<file path="src/rtl/div_result_buffer.sv">
// Result buffer behind the pipelined divider: show-ahead FIFO plus
// a credit counter that gates divider starts so no result is lost.
module div_result_buffer #(
  parameter int WIDTH = 50,
  parameter int DEPTH = 16,
  localparam int AW = $clog2(DEPTH)
) (
  input  logic             clk,
  input  logic             rst_n,
  input  logic             issue_req,
  output logic             issue_grant,
  input  logic             in_valid,
  input  logic [WIDTH-1:0] in_quotient,
  input  logic             in_div_by_zero,
  output logic             out_valid,
  input  logic             out_ready,
  output logic [WIDTH-1:0] out_quotient,
  output logic             out_div_by_zero,
  output logic [AW:0]      count,
  output logic [AW:0]      credits,
  output logic             overflow_err
);

  typedef struct packed {
    logic             dz;
    logic [WIDTH-1:0] q;
  } entry_t;

  localparam logic [AW:0] FULL = (AW+1)'(DEPTH);
  localparam logic [AW:0] ONE  = (AW+1)'(1);

  entry_t        mem [DEPTH];
  logic [AW-1:0] wr_ptr;
  logic [AW-1:0] rd_ptr;
  logic [AW:0]   cnt_q;
  logic [AW:0]   cnt_d;
  logic [AW:0]   cred_q;
  logic [AW:0]   cred_d;
  logic          ovf_q;

  logic full;
  logic pop;
  logic push;
  logic drop;
  logic grant;

  assign full  = (cnt_q == FULL);
  assign pop   = out_valid && out_ready;
  assign push  = in_valid && (!full || pop);
  assign drop  = in_valid && full && !pop;
  // Grant looks only at registered credits: no pop-to-grant path.
  assign grant = issue_req && (cred_q != '0);

  assign issue_grant     = grant;
  assign out_valid       = (cnt_q != '0);
  assign out_quotient    = mem[rd_ptr].q;
  assign out_div_by_zero = mem[rd_ptr].dz;
  assign count           = cnt_q;
  assign credits         = cred_q;
  assign overflow_err    = ovf_q;

  always_ff @(posedge clk) begin
    if (push) begin
      mem[wr_ptr] <= '{dz: in_div_by_zero, q: in_quotient};
    end
  end

  always_ff @(posedge clk or negedge rst_n) begin
    if (!rst_n) begin
      wr_ptr <= '0;
      rd_ptr <= '0;
    end else begin
      if (push) wr_ptr <= wr_ptr + AW'(1);
      if (pop)  rd_ptr <= rd_ptr + AW'(1);
    end
  end

  always_comb begin
    cnt_d = cnt_q;
    unique case ({push, pop})
      2'b10:   cnt_d = cnt_q + ONE;
      2'b01:   cnt_d = cnt_q - ONE;
      default: cnt_d = cnt_q;
    endcase
  end

  always_comb begin
    cred_d = cred_q;
    unique case ({grant, pop})
      2'b10:   cred_d = cred_q - ONE;
      2'b01:   cred_d = cred_q + ONE;
      default: cred_d = cred_q;
    endcase
  end

  always_ff @(posedge clk or negedge rst_n) begin
    if (!rst_n) begin
      cnt_q  <= '0;
      cred_q <= FULL;
      ovf_q  <= 1'b0;
    end else begin
      cnt_q  <= cnt_d;
      cred_q <= cred_d;
      if (drop) ovf_q <= 1'b1;
    end
  end

  // Operations between grant and arrival; only feeds the checks below.
  logic signed [AW+3:0] in_flight;
  logic signed [AW+3:0] inv_sum;

  always_ff @(posedge clk or negedge rst_n) begin
    if (!rst_n) begin
      in_flight <= '0;
    end else begin
      in_flight <= in_flight
                 + $signed({{(AW+3){1'b0}}, grant})
                 - $signed({{(AW+3){1'b0}}, in_valid});
    end
  end

  assign inv_sum = $signed({3'b000, cred_q})
                 + $signed({3'b000, cnt_q})
                 + in_flight;

  a_cred_max: assert property (
    @(posedge clk) disable iff (!rst_n)
    cred_q <= FULL
  );

  a_slots: assert property (
    @(posedge clk) disable iff (!rst_n || ovf_q)
    inv_sum == $signed((AW+4)'(DEPTH))
  );

endmodule

</file>
<file path="config.mk">
export PLATFORM = sky130hd
export DESIGN_NAME = div_result_buffer
export DESIGN_NICKNAME = d
export VERILOG_FILES = /design/src/rtl/div_result_buffer.sv
export SDC_FILE = /design/constraint.sdc
export NUM_CORES = 1
export LEC_CHECK = 0
export CAP_MARGIN = 15
export CORE_MARGIN = 2
export CORE_UTILIZATION = 45
export CTS_BUF_LIST = sky130_fd_sc_hd__clkbuf_2 sky130_fd_sc_hd__clkbuf_4 sky130_fd_sc_hd__clkbuf_8
export DETAILED_ROUTE_END_ITERATION = 6
export MAX_ROUTING_LAYER = met4
export SYNTH_ARGS = -nofsm -noshare
export SYNTH_HDL_FRONTEND = slang
export SYNTH_SLANG_ARGS = --single-unit
</file>
<file path="constraint.sdc">
create_clock -name clk -period 17.3 [get_ports clk]
set_clock_uncertainty 0.1 [all_clocks]
set_input_delay 2.595 -clock clk [delete_from_list [all_inputs] [get_ports clk]]
set_output_delay 2.595 -clock clk [all_outputs]
set_load 0.01 [all_outputs]
</file>
Yosys cells after proc, flatten, opt, wreduce, memory -nomap -nowiden
Memory sizes are Yosys's and may differ from the RTL's. Cells that the tools add are included.

Word-level logic and storage cells: 33. Output and inout port bits: 64. Register bits after elaboration: 19. RAM bits: 816. Bits in read-only memories: 0. Latch bits: 0. Bits of input ports: 56. Memories: 1.

Memories: mem (words 16, bits a word 51, read ports 1, clocked after Yosys merged registers in 0, write ports 1, RTL line 32) `entry_t mem [DEPTH];`.

$add $sub $neg: 6. Muxes and demuxes: 4. $mul: 0. Divide/modulo/power cells: 0. Bitwise logic cells: 0. Shift operators: 0. Order comparisons: 0. Reductions and logical operators: 12. Eq/ne operators: 5.

Operator list (number): case mux 5 bit (2 select lines) (2); adder 5 x 1 -> 5 bit, second input constant (2); nonzero test 5 bit (2); subtractor 5 x 1 -> 5 bit, second input constant (2); adder 4 x 1 -> 4 bit, second input constant (2); equality test 5 bit, second input constant (1); logical AND 1 bit (5); equality test 2 x 1 -> 1 bit, second input constant (2); equality test 2 bit, second input constant (2); nonzero test 2 bit (2); logical NOT 1 bit (2); 2-to-1 mux 1 bit (2); logical OR 1 bit (1).

Logic depth before layout (Yosys ltp)
Word-level depth: 6. Depth in mapped cells: 10.

Worst setup path before layout
No wires, ideal clock.

Path kind: input to register. From: input port out_ready. To: memory mem[3][0] (netlist name) (enable). Stages: 3. Path buffers: 0. Data required time: 16.614 ns. Path slack: 8.967 ns. Data arrival time: 7.647 ns. Cells stage by stage: nand2b_1 > o21ai_2 > nor4_1.

Word-level cells in the longest chain between the ends: 5.

RTL lines: start: declaration (RTL line 16) `input logic out_ready,`; logical AND 1 bit (RTL line 48) `assign pop = out_valid && out_ready;`; logical OR 1 bit (RTL line 49) `assign push = in_valid && (!full || pop);`; logical AND 1 bit (RTL line 49); 2-to-1 mux 1 bit (RTL line 63) `if (push) begin`; 2-to-1 mux 1 bit (implied by the code) (RTL line 64) `mem[wr_ptr] <= '{dz: in_div_by_zero, q: in_quotient};`; end: declaration (RTL line 32).

No other way between the ends.

Worst setup path after layout
From: register rd_ptr[0]. To: output port out_quotient[43].

Word-level cells in the longest chain between the ends: 1.

RTL lines: start: declaration (RTL line 34) `logic [AW-1:0] rd_ptr;`; start signal: assignment (RTL line 74) `if (pop) rd_ptr <= rd_ptr + AW'(1);`; memory (16 x 51 bit); end: declaration (RTL line 17) `output logic [WIDTH-1:0] out_quotient,`.

No other way between the ends.

==> impl_metrics.env <==
export IMPL_status="complete, no violations"
export IMPL_grt_remaining_overflow=0
export IMPL_ff2ff_path_depth=5
export IMPL_clock_latency_ps=760
export IMPL_gp_congestion=0.7147
export IMPL_finalSetupViolCount=0
export IMPL_final_max_slew_viol_count=0
export IMPL_totalWireLength_um=70390
export IMPL_num_nets_final=1676
export IMPL_slew_headroom_pct=31.54
export IMPL_synth_area_um2=31690
export IMPL_timing_hold_ws_ps=380.6
export IMPL_die_area_um2=72570
export IMPL_crit_buf_inv=4
export IMPL_die_x_um=269.4
export IMPL_syn_avg_cell_area_um2=22.79
export IMPL_drtPass1Iterations=5
export IMPL_rsz0062_at_grt="false"
export IMPL_cts_tree="done"
export IMPL_dp_hpwl_um=33840
export IMPL_ioPinCount=120
export IMPL_num_rows=97
export IMPL_slowest_stage="buf_4"
export IMPL_seq_area_frac_synth_pct=78.82
export IMPL_drt_iter0_drc=1446
export IMPL_cp_common_cell="buf_4"
export IMPL_pre_cts_ws_ps=9433
export IMPL_max_freq_mhz=118.5
export IMPL_cp_start_kind="flip-flop"
export IMPL_drt_wirelength_per_cell_um=26.53
export IMPL_clock_tree_buffer_depth=3
export IMPL_fin_setup_tns_ps=0
export IMPL_grt_pass1_vias=16070
export IMPL_crit_family="buffers and inverters"
export IMPL_cp_end_kind="output pin"
export IMPL_die_h_um=269.4
export IMPL_drc_errors=0
export IMPL_cts_resized=0
export IMPL_io_buffer_count=119
export IMPL_path_depth=7
export IMPL_holdPathStages=1
export IMPL_final_antenna_net_count=0
export IMPL_drv_cap=0
export IMPL_cp_arrival_ps=5740
export IMPL_synth_seq_cells=835
export IMPL_p_per_area_nw_per_um2=163.8
export IMPL_vias=15014
export IMPL_setup_ws_ps=8865
export IMPL_fin_crit_ps=8435
export IMPL_yosys_warnings=0
export IMPL_hold_path_class="flip-flop to flip-flop"
export IMPL_cp_required_ps=14610
export IMPL_cts_max_level=4
export IMPL_coreArea_um2=69910
export IMPL_clock_sinks=835
export IMPL_grt_start_max_net_pins=64
export IMPL_async_flop_share_pct=2.275
export IMPL_synth_fp_nets=1459
export IMPL_yosys_cell_types_count=40
export IMPL_cts_buffers_inserted=140
export IMPL_antenna_found_initial=5
export IMPL_start_util_pct=45.34
export IMPL_r2r_slack_ps=13730
export IMPL_hold_viol=0
export IMPL_cts_hold_buf=0
export IMPL_drive_gt1_share_pct=28.47
export IMPL_finalCritPeriodShare_pct=48.76
export IMPL_syn2layout_area_growth_pct=16.02
export IMPL_leakage_nw=11.71
export IMPL_cpPeakStageDelay_ps=890
export IMPL_root_buffer="clkbuf_8"
export IMPL_cp_max_fo=50
export IMPL_crit_path_cell_trace="buf_4 > buf_4 > buf_4 > mux4_2 > a22oi_1 > nand2_1 > clkdlybuf4s50_1"
export IMPL_post_cts_setup_buffer_count=0
export IMPL_clkTransAtPathRegs_ps=60
export IMPL_grt_util_all_layers_pct=20.42
export IMPL_crit_type="flip-flop to output pin"
export IMPL_syn_inst=1391
export IMPL_synth_edf_count=816
export IMPL_ys_flop_type="edfxtp_1"
export IMPL_vias_per_cell=5.659
export IMPL_grt_pass1_wl_um=104700
export IMPL_irDropWorstVdd_uv=98.33
export IMPL_worst_pin_slew_ps=1027
[state kept, by name, indices dropped and copies added, names as in the netlist]
register / flops
rd_ptr: 4
overflow_err: 1
credits: 5
count: 5
mem: 816
wr_ptr: 4
[worst paths after layout]
check	start	to
worst max-delay path	rd_ptr[0]$_DFFE_PN0N_	out_quotient[43]
worst min-delay path	overflow_err$_DFFE_PN0P_	overflow_err$_DFFE_PN0P_
worst max register to register	count[2]$_DFFE_PN0P_	mem[14][40]$_DFFE_PP_
worst min register to register	overflow_err$_DFFE_PN0P_	overflow_err$_DFFE_PN0P_
max in group asynchronous	rst_n	rd_ptr[1]$_DFFE_PN0N_
min in group asynchronous	rst_n	rd_ptr[2]$_DFFE_PN0N_
[stage by stage]
| stage | util [%] | area (µm²) | total power (W) | instances |
|---|---|---|---|---|
| 3_5_place_dp | 48.79 | 34110 | 0.004439 | 2406 |
| 6_report | 52.60 | 36770 | 0.006024 | 2653 |
| 4_1_cts | 52.58 | 36760 | 0.006111 | 2647 |
| 2_1_floorplan | - | 31690 | 0.003703 | 1391 |
| 5_1_grt | 52.60 | 36770 | 0.006318 | 2652 |
| 3_3_place_gp | 48.79 | 34110 | 0.004419 | 2406 |
[layout by cell type, fill, tap and decap left out, types with 7 or more instances in the layout]
master	n
edfxtp_1	816
mux4_2	204
clkbuf_8	144
clkdlybuf4s50_1	119
a22oi_1	102
nand2_1	63
clkbuf_4	56
buf_4	32
clkinv_1	23
dfrtp_1	16
ha_1	11
inv_1	10
clkinv_2	10
nor2_1	8
xnor2_1	7
[power breakdown]
group / internal, W / total (W) / switching (W) / leakage [nW]
Sequential: 0.00244 / 0.00254 / 0.000103 / 7.59
Clock: 0.000919 / 0.00166 / 0.000745 / 1.42
Combinational: 0.000860 / 0.00182 / 0.000958 / 2.71
[Yosys cell counts, drive strengths merged, types with 3 or more instances]
cell type  number  area (µm²)
nand3           3       15.01
nand2          63       236.5
mux4          204        4594
and3            5       31.28
a22oi         102       765.7
o211ai          3       22.52
mux2            4       45.04
xnor2           7       61.31
a21o            3       22.52
o21ai           7       38.79
nor2b           4       25.02
xor2            4       35.03
inv            10       37.54
ha             11       137.6
mux2i           3       30.03
buf            30       150.2
a21oi           3       15.01
edfxtp        816       24500
nor2           13       48.80
nand4           3       18.77
nor3            7       35.03
clkbuf         46       172.7
dfrtp          18       450.4
nor4            5       31.28
[cell type report]
type                    instances  area, µm²
well taps                     940       1176
inverters                      10      37.54
diodes                          6      15.01
flip-flops and latches        835      24990
fillers                      5458      33140
clock inverters                41      249.0
clock buffers                 200       2402
multi-input cells             470       6472
repair buffers                151       1431
[cells by family (layout without fill, tap and decap cells)]
kind of cell,Yosys count,in the layout,share of synthesized area (%)
buf+inv,86,402,1.137
simple gates,108,108,1.500
mux,211,211,14.73
flops,835,835,78.82
fa+ha+maj,12,12,0.4974
compound gates,128,128,3.012
xor+xnor,11,11,0.3040
other cells,0,6,0
[per-layer routing]
layer / track usage [%] / part of all wire [%] / vias to the layer above
li1: - / - / 6377
met1: 27.03 / 43 / 8114
met2: 32.46 / 50 / 439
met3: 4.079 / 5.3 / 84
met4: 5.950 / 1.6 / 0
met5: - / 0 / -
(Power assumes the default switching activity.)
